$ cat config.mk
export PLATFORM = sky130hd
export DESIGN_NAME = msi_bus_ctrl
export DESIGN_NICKNAME = d
export VERILOG_FILES = /design/src/rtl/msi_bus_pkg.sv /design/src/rtl/rr_arbiter.sv /design/src/rtl/msi_bus_ctrl.sv
export SDC_FILE = /design/constraint.sdc
export NUM_CORES = 1
export LEC_CHECK = 0
export CORE_UTILIZATION = 55
export DETAILED_ROUTE_END_ITERATION = 8
export GPL_TIMING_DRIVEN = 0
export PLACE_DENSITY_LB_ADDON = 0.25
export REMOVE_ABC_BUFFERS = 1
export SLEW_MARGIN = 15
export SYNTH_ARGS = -nofsm -noshare
export SYNTH_HDL_FRONTEND = slang
export SYNTH_HIERARCHICAL = 1
export SYNTH_SLANG_ARGS = --single-unit
$ cat constraint.sdc
create_clock -name clk -period 9.4 [get_ports clk]
set_input_delay 0.94 -clock clk [delete_from_list [all_inputs] [get_ports clk]]
set_output_delay 0.94 -clock clk [all_outputs]
set_load 0.03 [all_outputs]
$ cat src/rtl/msi_bus_pkg.sv
// Shared MSI bus definitions: op codes, controller FSM states and default sizing.
// Used by the cache controllers and by the bus controller.
package msi_bus_pkg;

    localparam int NCACHE_DEF  = 4;
    localparam int MEM_LAT_DEF = 2;
    localparam int MEM_WORDS   = 32;

    typedef enum logic [2:0] {
        OP_NONE  = 3'b000,
        OP_RD    = 3'b001,
        OP_UPGR  = 3'b010,
        OP_FLUSH = 3'b011,
        OP_RDX   = 3'b100
    } bus_op_e;

    typedef enum logic [2:0] {
        S_IDLE  = 3'd0,
        S_GRANT = 3'd1,
        S_SNOOP = 3'd2,
        S_MEM   = 3'd3,
        S_DONE  = 3'd4
    } bus_state_e;

    // Reserved encodings collapse to None so the controller never acts on them.
    function automatic bus_op_e decode_op(input logic [2:0] raw);
        case (raw)
            3'b001:  return OP_RD;
            3'b010:  return OP_UPGR;
            3'b011:  return OP_FLUSH;
            3'b100:  return OP_RDX;
            default: return OP_NONE;
        endcase
    endfunction

endpackage

$ cat src/rtl/rr_arbiter.sv
// Combinational round-robin arbiter: one-hot winner, search starting at ptr.
module rr_arbiter #(
    parameter int N    = 4,
    parameter int IDXW = (N > 1) ? $clog2(N) : 1
) (
    input  logic [N-1:0]    req,
    input  logic [IDXW-1:0] ptr,
    output logic [N-1:0]    winner
);

    function automatic int slot(input logic [IDXW-1:0] p, input int off);
        return (int'(p) + off) % N;
    endfunction

    // NOTE: every always_comb output gets a default before any branch, so no path can infer a latch.
    always_comb begin
        winner = '0;
        // Walk from the farthest offset down so the nearest requester is written last.
        for (int i = N - 1; i >= 0; i--) begin
            if (req[slot(ptr, i)]) begin
                winner               = '0;
                winner[slot(ptr, i)] = 1'b1;
            end
        end
    end

endmodule

$ cat src/rtl/msi_bus_ctrl.sv
// Snooping MSI bus controller: round-robin grant, op broadcast, cache-to-cache
// flush forwarding and a fixed-latency 32 x 16-bit backing memory.
module msi_bus_ctrl
    import msi_bus_pkg::*;
#(
    parameter int NCACHE  = NCACHE_DEF,
    parameter int MEM_LAT = MEM_LAT_DEF
) (
    input  logic                  clk,
    input  logic                  reset,
    input  logic [NCACHE-1:0]     req,
    output logic [NCACHE-1:0]     grant,
    input  logic [3*NCACHE-1:0]   c_op,
    input  logic [5*NCACHE-1:0]   c_addr,
    input  logic [16*NCACHE-1:0]  c_data,
    input  logic [NCACHE-1:0]     c_done,
    output logic [2:0]            bus_op,
    output logic [4:0]            bus_addr,
    output logic [15:0]           bus_data,
    output logic                  bus_done
);

    localparam int              IDXW     = (NCACHE > 1) ? $clog2(NCACHE) : 1;
    localparam logic [3:0]      LAT_INIT = 4'(MEM_LAT - 1);
    localparam logic [IDXW-1:0] LAST_IDX = IDXW'(NCACHE - 1);

    bus_state_e        state, state_n;
    logic [NCACHE-1:0] grant_n, arb_winner;
    logic [IDXW-1:0]   win, win_n, ptr, ptr_n, arb_idx, next_ptr;
    bus_op_e           op_n, win_op;
    logic [4:0]        addr_n, win_addr;
    logic [15:0]       data_n, win_data, snoop_data;
    logic              done_n, win_req, win_done, snoop_hit;
    logic [3:0]        cnt, cnt_n;

    logic              mem_we;
    logic [4:0]        mem_wa;
    logic [15:0]       mem_wd;
    logic [15:0]       mem [MEM_WORDS];

    rr_arbiter #(.N(NCACHE), .IDXW(IDXW)) u_arb (
        .req    (req),
        .ptr    (ptr),
        .winner (arb_winner)
    );

    always_comb begin
        arb_idx = '0;
        for (int i = 0; i < NCACHE; i++) begin
            if (arb_winner[i]) arb_idx = IDXW'(i);
        end
    end

    assign win_op   = decode_op(c_op[3*win +: 3]);
    assign win_addr = c_addr[5*win +: 5];
    assign win_data = c_data[16*win +: 16];
    assign win_req  = req[win];
    assign win_done = c_done[win];
    assign next_ptr = (win == LAST_IDX) ? '0 : win + 1'b1;

    // Flush from another cache at the latched address; lowest index is written last and wins.
    always_comb begin
        snoop_hit  = 1'b0;
        snoop_data = '0;
        for (int k = NCACHE - 1; k >= 0; k--) begin
            if (k != int'(win) && c_done[k] && c_op[3*k +: 3] == OP_FLUSH
                && c_addr[5*k +: 5] == bus_addr) begin
                snoop_hit  = 1'b1;
                snoop_data = c_data[16*k +: 16];
            end
        end
    end

    always_comb begin
        state_n = state;
        grant_n = grant;
        win_n   = win;
        ptr_n   = ptr;
        op_n    = decode_op(bus_op);
        addr_n  = bus_addr;
        data_n  = bus_data;
        done_n  = 1'b0;
        cnt_n   = cnt;
        mem_we  = 1'b0;
        mem_wa  = bus_addr;
        mem_wd  = bus_data;
        case (state)
            S_IDLE: begin
                if (|req) begin
                    grant_n = arb_winner;
                    win_n   = arb_idx;
                    state_n = S_GRANT;
                end
            end
            S_GRANT: begin
                // A flush without its data yet is treated like no op: keep waiting.
                if (win_op == OP_NONE || (win_op == OP_FLUSH && !win_done)) begin
                    if (!win_req) begin
                        grant_n = '0;
                        state_n = S_IDLE;
                    end
                end else begin
                    op_n   = win_op;
                    addr_n = win_addr;
                    if (win_op == OP_FLUSH) begin
                        data_n  = win_data;
                        mem_we  = 1'b1;
                        mem_wa  = win_addr;
                        mem_wd  = win_data;
                        done_n  = 1'b1;
                        ptr_n   = next_ptr;
                        state_n = S_DONE;
                    end else begin
                        state_n = S_SNOOP;
                    end
                end
            end
            S_SNOOP: begin
                if (bus_op == OP_UPGR) begin
                    done_n  = 1'b1;
                    ptr_n   = next_ptr;
                    state_n = S_DONE;
                end else if (snoop_hit) begin
                    data_n  = snoop_data;
                    mem_we  = 1'b1;
                    mem_wd  = snoop_data;
                    done_n  = 1'b1;
                    ptr_n   = next_ptr;
                    state_n = S_DONE;
                end else begin
                    cnt_n   = LAT_INIT;
                    state_n = S_MEM;
                end
            end
            S_MEM: begin
                if (cnt == 4'd0) begin
                    data_n  = mem[bus_addr];
                    done_n  = 1'b1;
                    ptr_n   = next_ptr;
                    state_n = S_DONE;
                end else begin
                    cnt_n = cnt - 4'd1;
                end
            end
            S_DONE: begin
                grant_n = '0;
                op_n    = OP_NONE;
                addr_n  = '0;
                state_n = S_IDLE;
            end
            default: begin
                grant_n = '0;
                state_n = S_IDLE;
            end
        endcase
    end

    // NOTE: sequential state uses non-blocking <= so every flop samples pre-edge values.
    always_ff @(posedge clk or negedge reset) begin
        if (!reset) begin
            state    <= S_IDLE;
            grant    <= '0;
            win      <= '0;
            ptr      <= '0;
            bus_op   <= OP_NONE;
            bus_addr <= '0;
            bus_data <= '0;
            bus_done <= 1'b0;
            cnt      <= '0;
        end else begin
            state    <= state_n;
            grant    <= grant_n;
            win      <= win_n;
            ptr      <= ptr_n;
            bus_op   <= op_n;
            bus_addr <= addr_n;
            bus_data <= data_n;
            bus_done <= done_n;
            cnt      <= cnt_n;
        end
    end

    // NOTE: the memory must read back zero after reset, so it is built from resettable flops, not a RAM macro.
    always_ff @(posedge clk or negedge reset) begin
        if (!reset) begin
            for (int i = 0; i < MEM_WORDS; i++) mem[i] <= '0;
        end else if (mem_we) begin
            mem[mem_wa] <= mem_wd;
        end
    end

endmodule

==> results of run 1 <==
## cells in the mapped netlist, drive strengths merged (12+ instances only)
library cell / instances / area, um^2
nor2: 46 / 173
nor2b: 12 / 77.6
a21oi: 51 / 282
mux2: 263 / 2970
mux2i: 42 / 424
a211oi: 18 / 160
o22ai: 31 / 194
ha: 13 / 163
o211ai: 31 / 233
dfrtp: 552 / 13800
mux4: 156 / 3520
a221oi: 16 / 140
nand2: 329 / 1260
clkbuf: 109 / 413
o221ai: 16 / 140
o21a: 22 / 165
buf: 82 / 523
o21ai: 322 / 1610
a21bo: 12 / 120
a21boi: 12 / 90.1
xor2: 12 / 105
## metal layers
layer,global-route usage (%),vias to the layer above
li1,-,8557
met1,42.5,10200
met2,49.7,882
met3,6.95,212
met4,16.1,2
met5,0,-
## area by class of cell
class                      instances  area, um^2  area share [%]
clock buffer                      89        1720            5.41
tap                              664         831            2.62
multi-input combinational       1520       12800            40.5
timing repair buffer             213        2350            7.41
clock inverter                    11         108           0.339
inverter                          11        41.3           0.130
sequential                       552       13800            43.6
## flip-flops by register name (all words and copies together), names as in the netlist, 2 cells and up
| register | count |
|---|---|
| bus_addr | 5 |
| bus_data | 16 |
| bus_op | 3 |
| cnt | 4 |
| grant | 4 |
| mem | 512 |
| ptr | 2 |
| state | 3 |
| win | 2 |
## power by group
part	leakage (nW)	switching (mW)	total [mW]	internal [mW]
Combinational	5.37	2.22	3.64	1.42
Sequential	7.62	0.431	3.20	2.77
Clock	0.902	0.916	2.21	1.30
## kinds of logic (layout without fill, tap and decap cells)
logic type | count (synthesis) | after routing | synth area share (%)
AND/OR/NAND/NOR | 455 | 455 | 7.33
AO/OA/AOI/OAI | 569 | 569 | 12.6
buffers and inverters | 202 | 324 | 3.55
multiplexers | 461 | 461 | 25.1
XOR/XNOR | 22 | 22 | 0.700
flip-flops | 552 | 552 | 50.2
adder cells (fa/ha/maj) | 13 | 13 | 0.591
## final timing paths
check / from / end / slack [ns] / cells past startpoint
worst min-delay path: reset / mem[103] / 0.21 / 1
max in group asynchronous: reset / mem[281] / 7.38 / 4
min in group clk: mem[308] / mem[308] / 0.47 / 2
worst max-delay path: bus_addr[2] / mem[169] / 4.36 / 8
worst min register to register: mem[308] / mem[308] / 0.47 / 2
worst max register to register: bus_addr[2] / mem[169] / 4.36 / 8
## stage by stage
stage / hold WS, ns / instances / util, % / area, um^2 / setup slack (ns)
after floorplan: 0.442 / 2083 / - / 26600 / 0.987
after global placement: 0.456 / 2881 / 58.5 / 28800 / -15.66
after detailed placement: 0.465 / 2960 / 60.7 / 29900 / 3.81
after CTS: 0.191 / 3060 / 64.5 / 31700 / 3.99
after global routing: 0.221 / 3060 / 64.5 / 31700 / 4.15
final: 0.208 / 3060 / 64.5 / 31700 / 4.36
## worst register-to-register path, delay by kind of cell, from the launching register on
family | cells | cell delay (ns)
xor gates and xnor gates | 1 | 0.26
buffers and inverters | 1 | 0.22
DFF | 1 | 1.17
AOI/OAI and AO/OA | 4 | 1.92
and+or+nand+nor | 2 | 1.31
==> results.txt, run 1 <==
most common cell after layout, fill and taps aside: dfrtp_1
Post-Synthesis Cell Area: 27500 um^2
sequential element share of the synthesized area: 50.2%
final setup violation count: 0
DIE WIDTH: 226 um
vias in the first global route: 20400
maxcap violations: 0
Die Area: 51000 um^2
startpoint types: register
synth unique cells: 81
DR WL met2: 36.6 mm
number of vias per cell: 6.48
row count: 81
clk sink count: 552
Leakage Power: 13.9 nW
htree depth: 2
Fin. Hold Viols: 0
Post-synth EDFFs: 0
CTS tree: built
FF+latch count, synth: 552
CTS buffer count: 56
Slew @ Worst Pin: 1.26 ns
cts hold-fix bufs: 0
pwr/cell area: 285 nW/um^2
DRC viols: 0
WP data required: 9.84 ns
Final Max Slew Viols: 0
Post-CTS Setup Inserts: 0
M1 WL: 31.5 mm
WS Path Type: reg2reg
Mean Syn Cell Area: 12.1 um^2
Core Area: 49200 um^2
Rel. slew slack: 15.8%
TritonRoute pass-1 iters: 7
clock period minus worst slack: 5.04 ns
largest net degree at the start of global routing: 112
Final Skew: 0.0168 ns
Total Wirelength: 78.9 mm
Layout area overhead: 15.2%
Synth warnings: 6
share of layout cells above drive strength 1: 26.8%
Wirelength per Cell: 25.8 um
Chip Height: 226 um
slowest stage delay, CP: 1.17 ns
CP Max Fanout: 25
status: complete, no violations
initial antenna violation count: 1
# port buffers: 134
peak supply drop: 0.203 mV
top sig layer: met5
Congestion Overflow GR: 0
Setup crit end kind: register
via total after detailed routing: 19800
Post-synth ARST share: 100%
arrival time at the worst endpoint: 5.48 ns
critical-path cell list: xor2_1 > nor4_1 > and2_2 > o41a_2 > buf_16 > o211ai_1 > a21boi_1 > o21ai_0
antenna viol nets, final: 0
DR iter-0 viols: 1701
worst-case clock buffer depth: 3
gpl congestion: 0.873
GRT Util Overall: 31.9%
Synth Flop Type: dfrtp_1
fillcell total: 3668
delay-heaviest family, CP: compound AO/OA/AOI/OAI gates
CP max stage cell: dfrtp_1
RSZ-0062 raised after global routing: no
f_max: 0.198 GHz
Antenna Cells: 0
setup TNS: 0 ns
Critical path buffers and inverters: 1
Boundary Pins: 135
most frequent cells in the layout: dfrtp_1, nand2_1, o21ai_0
fin nets: 2473
first-pass GRT wire length: 121 mm
post-synthesis instance total: 2274
Final HPWL DP: 54.3 mm
routed wl met3: 6.81 mm
post-cts resize count: 0
Initial Util: 56.0%
Hold Crit Class: in2async
clk slew on worst S/H paths: 0.06 ns
Tot Pwr: 9.05 mW
Final Cycle Share: 53.6%
Worst-Skew Late Latency: 0.61 ns
clk root buf: clkbuf_16
Power figures use the tool's default switching activity.
==> run 2: changes to the inputs <==
==> constraint.sdc (replaced) <==
create_clock -name clk -period 5.3 [get_ports clk]
set_input_delay 0.53 -clock clk [delete_from_list [all_inputs] [get_ports clk]]
set_output_delay 0.53 -clock clk [all_outputs]
set_load 0.03 [all_outputs]
==> run 2 against run 1 <==
Wire length increased by 0.19%; core utilization about the same; die area is the same; count of clock-buffer cells in the layout unchanged; hold slack better by 0.19 ns; largest power group unchanged.
==> results.txt, run 2 (synthesized netlist as in run 1, its figures left out) <==
status: complete, no violations (unchanged)
Setup crit end kind: register (unchanged)
gpl congestion: 0.873 (unchanged)
WP data required: 5.73 ns (was 9.84 ns)
largest net degree at the start of global routing: 112 (unchanged)
Boundary Pins: 135 (unchanged)
Crit. Startpoint: bus_addr[2] (unchanged)
clk slew on worst S/H paths: 0.06 ns (about the same)
share of layout cells above drive strength 1: 26.7% (was 26.8%)
Largest register FFs: 512 (unchanged)
clock period minus worst slack: 5.04 ns (about the same)
# port buffers: 134 (unchanged)
WHS: 0.395 ns (was 0.208 ns)
Post-DP Area: 29900 um^2 (unchanged)
PnR worst setup slack: 0.260 ns (was 4.36 ns)
final setup violation count: 0 (unchanged)
CP Max Fanout: 25 (unchanged)
pre-CTS WS: -0.0536 ns (was 3.81 ns)
Worst-Skew Late Latency: 0.61 ns (about the same)
fillcell total: 3667 (was 3668)
antenna viol nets, final: 0 (unchanged)
clk root buf: clkbuf_16 (unchanged)
CTS buffer count: 56 (unchanged)
initial antenna violation count: 1 (unchanged)
placed insts: 2960 (unchanged)
DR iter-0 viols: 1674 (was 1701)
DIE WIDTH: 226 um (unchanged)
Reg2Reg Setup Slack: 0.26 ns (was 4.36 ns)
RSZ-0062 raised after global routing: no (unchanged)
number of vias per cell: 6.48 (about the same)
maxcap violations: 0 (unchanged)
via total after detailed routing: 19800 (about the same)
worst-case clock buffer depth: 3 (unchanged)
most frequent cells in the layout: dfrtp_1, nand2_1, o21ai_0 (unchanged)
Slew @ Worst Pin: 1.24 ns (was 1.26 ns)
Final Cycle Share: 95.1% (was 53.6%)
Wirelength per Cell: 25.8 um (about the same)
CTS tree: built (unchanged)
Hold Crit Class: in2async (unchanged)
Die Area: 51000 um^2 (unchanged)
row count: 81 (unchanged)
Top reg by flops: mem (unchanged)
fin cells: 3062 (was 3060)
Largest regs: mem (512), bus_data (16), bus_addr (5) (unchanged)
Fin. Hold Viols: 0 (unchanged)
vias in the first global route: 20400 (about the same)
Congestion Overflow GR: 0 (unchanged)
Final Max Slew Viols: 0 (unchanged)
f_max: 0.198 GHz (about the same)
Rel. slew slack: 17.4% (was 15.8%)
htree depth: 2 (unchanged)
R2R depth: 8 (unchanged)
Final HPWL DP: 54.3 mm (unchanged)
TritonRoute pass-1 iters: 5 (was 7)
Critical Path Sink: mem[371] (was mem[169])
WS Path Type: reg2reg (unchanged)
peak supply drop: 0.361 mV (was 0.203 mV)
Chip Height: 226 um (unchanged)
Total Wirelength: 79.0 mm (was 78.9 mm)
pwr/cell area: 506 nW/um^2 (was 285 nW/um^2)
DRC viols: 0 (unchanged)
fin area: 31700 um^2 (about the same)
Layout area overhead: 15.2% (about the same)
fin nets: 2474 (was 2473)
first-pass GRT wire length: 121 mm (about the same)
Core Area: 49200 um^2 (unchanged)
most common cell after layout, fill and taps aside: dfrtp_1 (unchanged)
Final Skew: 0.0159 ns (was 0.0168 ns)
Worst R2R Start: bus_addr[2] (unchanged)
Initial Util: 56.0% (unchanged)
RR Endpoint: mem[371] (was mem[169])
setup TNS: 0 ns (unchanged)
arrival time at the worst endpoint: 5.47 ns (was 5.48 ns)
Leakage Power: 13.9 nW (about the same)
startpoint types: register (unchanged)
clk sink count: 552 (unchanged)
GRT Util Overall: 31.9% (about the same)
[run 2: worst min-delay path by stage]
stage                  start           to  slack [ns]  cells after the start
detailed placement     reset     mem[247]        0.43                      1
global placement    mem[253]     mem[253]        0.46                      2
finish                 reset     mem[252]        0.40                      2
CTS                    reset     mem[116]        0.38                      2
floorplan              reset  bus_addr[0]        0.23                      0
global route           reset     mem[124]        0.42                      2
[run 2: cell type report]
type                            instances  area [um^2]  area share [%]
Timing Repair Buffer                  214         2360            7.44
Clock inverter                         11          108           0.339
Tap cell                              664          831            2.62
Inverter                               11         41.3           0.130
Sequential cell                       552        13800            43.6
Multi-Input combinational cell       1520        12800            40.5
Clock buffer                           89         1720            5.41
Antenna cell                            1         2.50         0.00789
[run 2: critical path, stage by stage (launching register included)]
cell and delay, ns:
dfrtp_1 1.16, xor2_1 0.25, nor4_1 0.60, and2_2 0.70
o41a_2 0.55, buf_16 0.23, o211ai_1 0.21, a21boi_1 0.90
o21ai_0 0.25
[run 2: layer usage]
layer / global-route usage [%] / vias to the layer above / wire length (um)
met5: 0 / - / 13
met4: 16.1 / 2 / 3990
met3: 7.12 / 230 / 6800
met2: 49.8 / 893 / 36600
met1: 42.3 / 10100 / 31600
li1: - / 8557 / -
[run 2: where the power goes]
group | leakage, nW | switching [mW] | total (mW) | internal (mW)
sequential | 7.62 | 0.767 | 5.67 | 4.91
combinational | 5.38 | 3.93 | 6.45 | 2.52
clock | 0.902 | 1.63 | 3.93 | 2.30
total | 13.9 | 6.33 | 16.0 | 9.72
[run 2: repair_timing]
action,in CTS,in global routing
hold endpoints to repair,37,0
gates resized for setup,2,0
setup endpoints to repair,25,0
hold buffers,1,0
setup buffers,0,0
[run 2: stage by stage]
step	util [%]	total power, mW
floorplan	-	9.53
CTS	64.5	16.0
finish	64.5	16.0
global placement	58.5	11.6
global route	64.5	16.8
detailed placement	60.7	12.1
==> run 3: changes to the inputs <==
--- a/config.mk
+++ b/config.mk
@@ -5,6 +5,7 @@
 export SDC_FILE = /design/constraint.sdc
 export NUM_CORES = 1
 export LEC_CHECK = 0
+export CAP_MARGIN = 20
 export CORE_UTILIZATION = 55
 export DETAILED_ROUTE_END_ITERATION = 8
 export GPL_TIMING_DRIVEN = 0
==> run 3 against run 2 <==
The run now ends with design-rule violations left; core utilization grew 0.069 points; hold slack worse by 0.022 ns; global-route usage grew 0.26 points; critical path depth increased by 2; power rose by 0.32%; sequential power hardly changed; combinational power increased by 2%; via count decreased by 0.34%; setup slack better by 0.14 ns; first-iteration DRC count is 0.66% higher; critical endpoint is now mem[251].
==> results.txt, run 3 (synthesized netlist as in run 1, its figures left out) <==
final setup violation count: 0 (unchanged)
Slew @ Worst Pin: 1.22 ns (was 1.24 ns)
startpoint types: register (unchanged)
Layout area overhead: 15.4% (was 15.2%)
Die Area: 51000 um^2 (unchanged)
peak supply drop: 0.426 mV (was 0.361 mV)
DR iter-0 viols: 1685 (was 1674)
CP Max Fanout: 18 (was 25)
Rel. slew slack: 19.0% (was 17.4%)
Wirelength per Cell: 25.9 um (was 25.8 um)
# port buffers: 134 (unchanged)
setup TNS: 0 ns (unchanged)
Final Skew: 0.0318 ns (was 0.0159 ns)
Fin. Hold Viols: 0 (unchanged)
Critical path buffers and inverters: 2 (was 1)
vias in the first global route: 20500 (was 20400)
Initial Util: 56.0% (unchanged)
R2R depth: 10 (was 8)
most common cell after layout, fill and taps aside: dfrtp_1 (unchanged)
TritonRoute pass-1 iters: 9 (was 5)
first-pass GRT wire length: 122 mm (was 121 mm)
htree depth: 2 (unchanged)
worst-case clock buffer depth: 3 (unchanged)
via total after detailed routing: 19800 (about the same)
delay-heaviest family, CP: compound AO/OA/AOI/OAI gates (unchanged)
Largest register FFs: 512 (unchanged)
critical-path cell list: inv_1 > ha_1 > nand3b_1 > nor3_1 > and2_2 > o41a_2 > buf_16 > o211ai_1 > a21boi_1 > o21ai_0 (was xor2_1 > nor4_1 > and2_2 > o41a_2 > buf_16 > o211ai_1 > a21boi_1 > o21ai_0)
clk sink count: 552 (unchanged)
CTS tree: built (unchanged)
RSZ-0062 raised after global routing: no (unchanged)
Total Wirelength: 79.5 mm (was 79.0 mm)
Boundary Pins: 135 (unchanged)
PnR worst setup slack: 0.403 ns (was 0.260 ns)
fin nets: 2484 (was 2474)
Congestion Overflow GR: 0 (unchanged)
post-cts resize count: 0 (was 2)
Setup crit end kind: register (unchanged)
Post-CTS Setup Inserts: 0 (unchanged)
pwr/cell area: 507 nW/um^2 (was 506 nW/um^2)
Hold Crit Class: in2async (unchanged)
clock period minus worst slack: 4.90 ns (was 5.04 ns)
antenna viol nets, final: 0 (unchanged)
Top reg by flops: mem (unchanged)
DRC viols: 2 (was 0)
Reg2Reg Setup Slack: 0.40 ns (was 0.26 ns)
cts hold-fix bufs: 1 (unchanged)
row count: 81 (unchanged)
initial antenna violation count: 1 (unchanged)
RR Endpoint: mem[251] (was mem[371])
WP data required: 5.75 ns (was 5.73 ns)
number of vias per cell: 6.43 (was 6.48)
Worst R2R Start: win[0] (was bus_addr[2])
DIE WIDTH: 226 um (unchanged)
CTS buffer count: 57 (was 56)
failing checks: design-rule violations
WS Path Type: reg2reg (unchanged)
Worst-Skew Late Latency: 0.63 ns (was 0.61 ns)
Leakage Power: 13.9 nW (about the same)
slowest stage delay, CP: 0.94 ns (was 1.16 ns)
arrival time at the worst endpoint: 5.34 ns (was 5.47 ns)
CP max stage cell: a21boi_1 (was dfrtp_1)
status: complete, but fails checks (was complete, no violations)
Largest regs: mem (512), bus_data (16), bus_addr (5) (unchanged)
clk slew on worst S/H paths: 0.06 ns (about the same)
most frequent cells in the layout: dfrtp_1, nand2_1, o21ai_0 (unchanged)
maxcap violations: 0 (unchanged)
Chip Height: 226 um (unchanged)
WHS: 0.373 ns (was 0.395 ns)
Core Area: 49200 um^2 (unchanged)
Final Cycle Share: 92.4% (was 95.1%)
Final HPWL DP: 54.5 mm (was 54.3 mm)
largest net degree at the start of global routing: 112 (unchanged)
pre-CTS WS: 0.118 ns (was -0.0536 ns)
share of layout cells above drive strength 1: 26.6% (was 26.7%)
final core utilization: 64.6% (was 64.5%)
gpl congestion: 0.873 (unchanged)
Final Max Slew Viols: 0 (unchanged)
GRT Util Overall: 32.2% (was 31.9%)
f_max: 0.204 GHz (was 0.198 GHz)
clk root buf: clkbuf_16 (unchanged)
[run 3: cell count changes in the layout (fill, tap and decap cells not counted), moves of 2 or more]
cell and delta:
clkinv_2 -4, o21ai_2 -3, diode_2 +2, clkbuf_1 +4, buf_4 +5, a21boi_1 +3
o21ai_1 +3, clkbuf_16 +2, bufinv_16 -2, a21boi_2 -3, clkbuf_8 -3
[run 3: worst max-delay path by stage]
stage               endpoint  slack, ns  cells past startpoint         from
floorplan           mem[352]      -3.11                      7  bus_addr[0]
global placement     mem[69]     -19.35                      1        reset
detailed placement   mem[55]       0.12                      9   c_addr[10]
CTS                  mem[55]       0.15                     10       win[0]
global route         mem[52]       0.21                     10       win[0]
finish              mem[251]       0.40                     10       win[0]
[run 3: metal layers]
metal	global-route usage (%)	routed length [um]	up-vias
met5	0	0	-
met2	50.1	36600	898
li1	-	-	8580
met4	16.6	4300	0
met1	42.0	31200	10100
met3	8.09	7440	227
[run 3: report_power, final]
part           leakage (nW)  internal [mW]  switching, mW
clock network         0.881           2.23           1.66
registers              7.62           4.91          0.736
logic                  5.42           2.58           3.99
[run 3: stage by stage]
| step | instance area (um^2) | power (mW) | std cells |
|---|---|---|---|
| 2_1_floorplan | 26600 | 9.53 | 2083 |
| 3_3_place_gp | 28800 | 11.6 | 2881 |
| 3_5_place_dp | 29900 | 12.1 | 2966 |
| 4_1_cts | 31700 | 16.0 | 3068 |
| 5_1_grt | 31800 | 16.9 | 3072 |
| 6_report | 31800 | 16.1 | 3074 |
[run 3: cell type report]
class,count,area (um^2)
sequential,552,13800
inverter,11,41.3
tap,664,831
clock buffer,92,1740
timing repair buffer,223,2440
multi-input combinational,1520,12800
clock inverter,9,63.8
fill,3649,17400
antenna,3,7.51
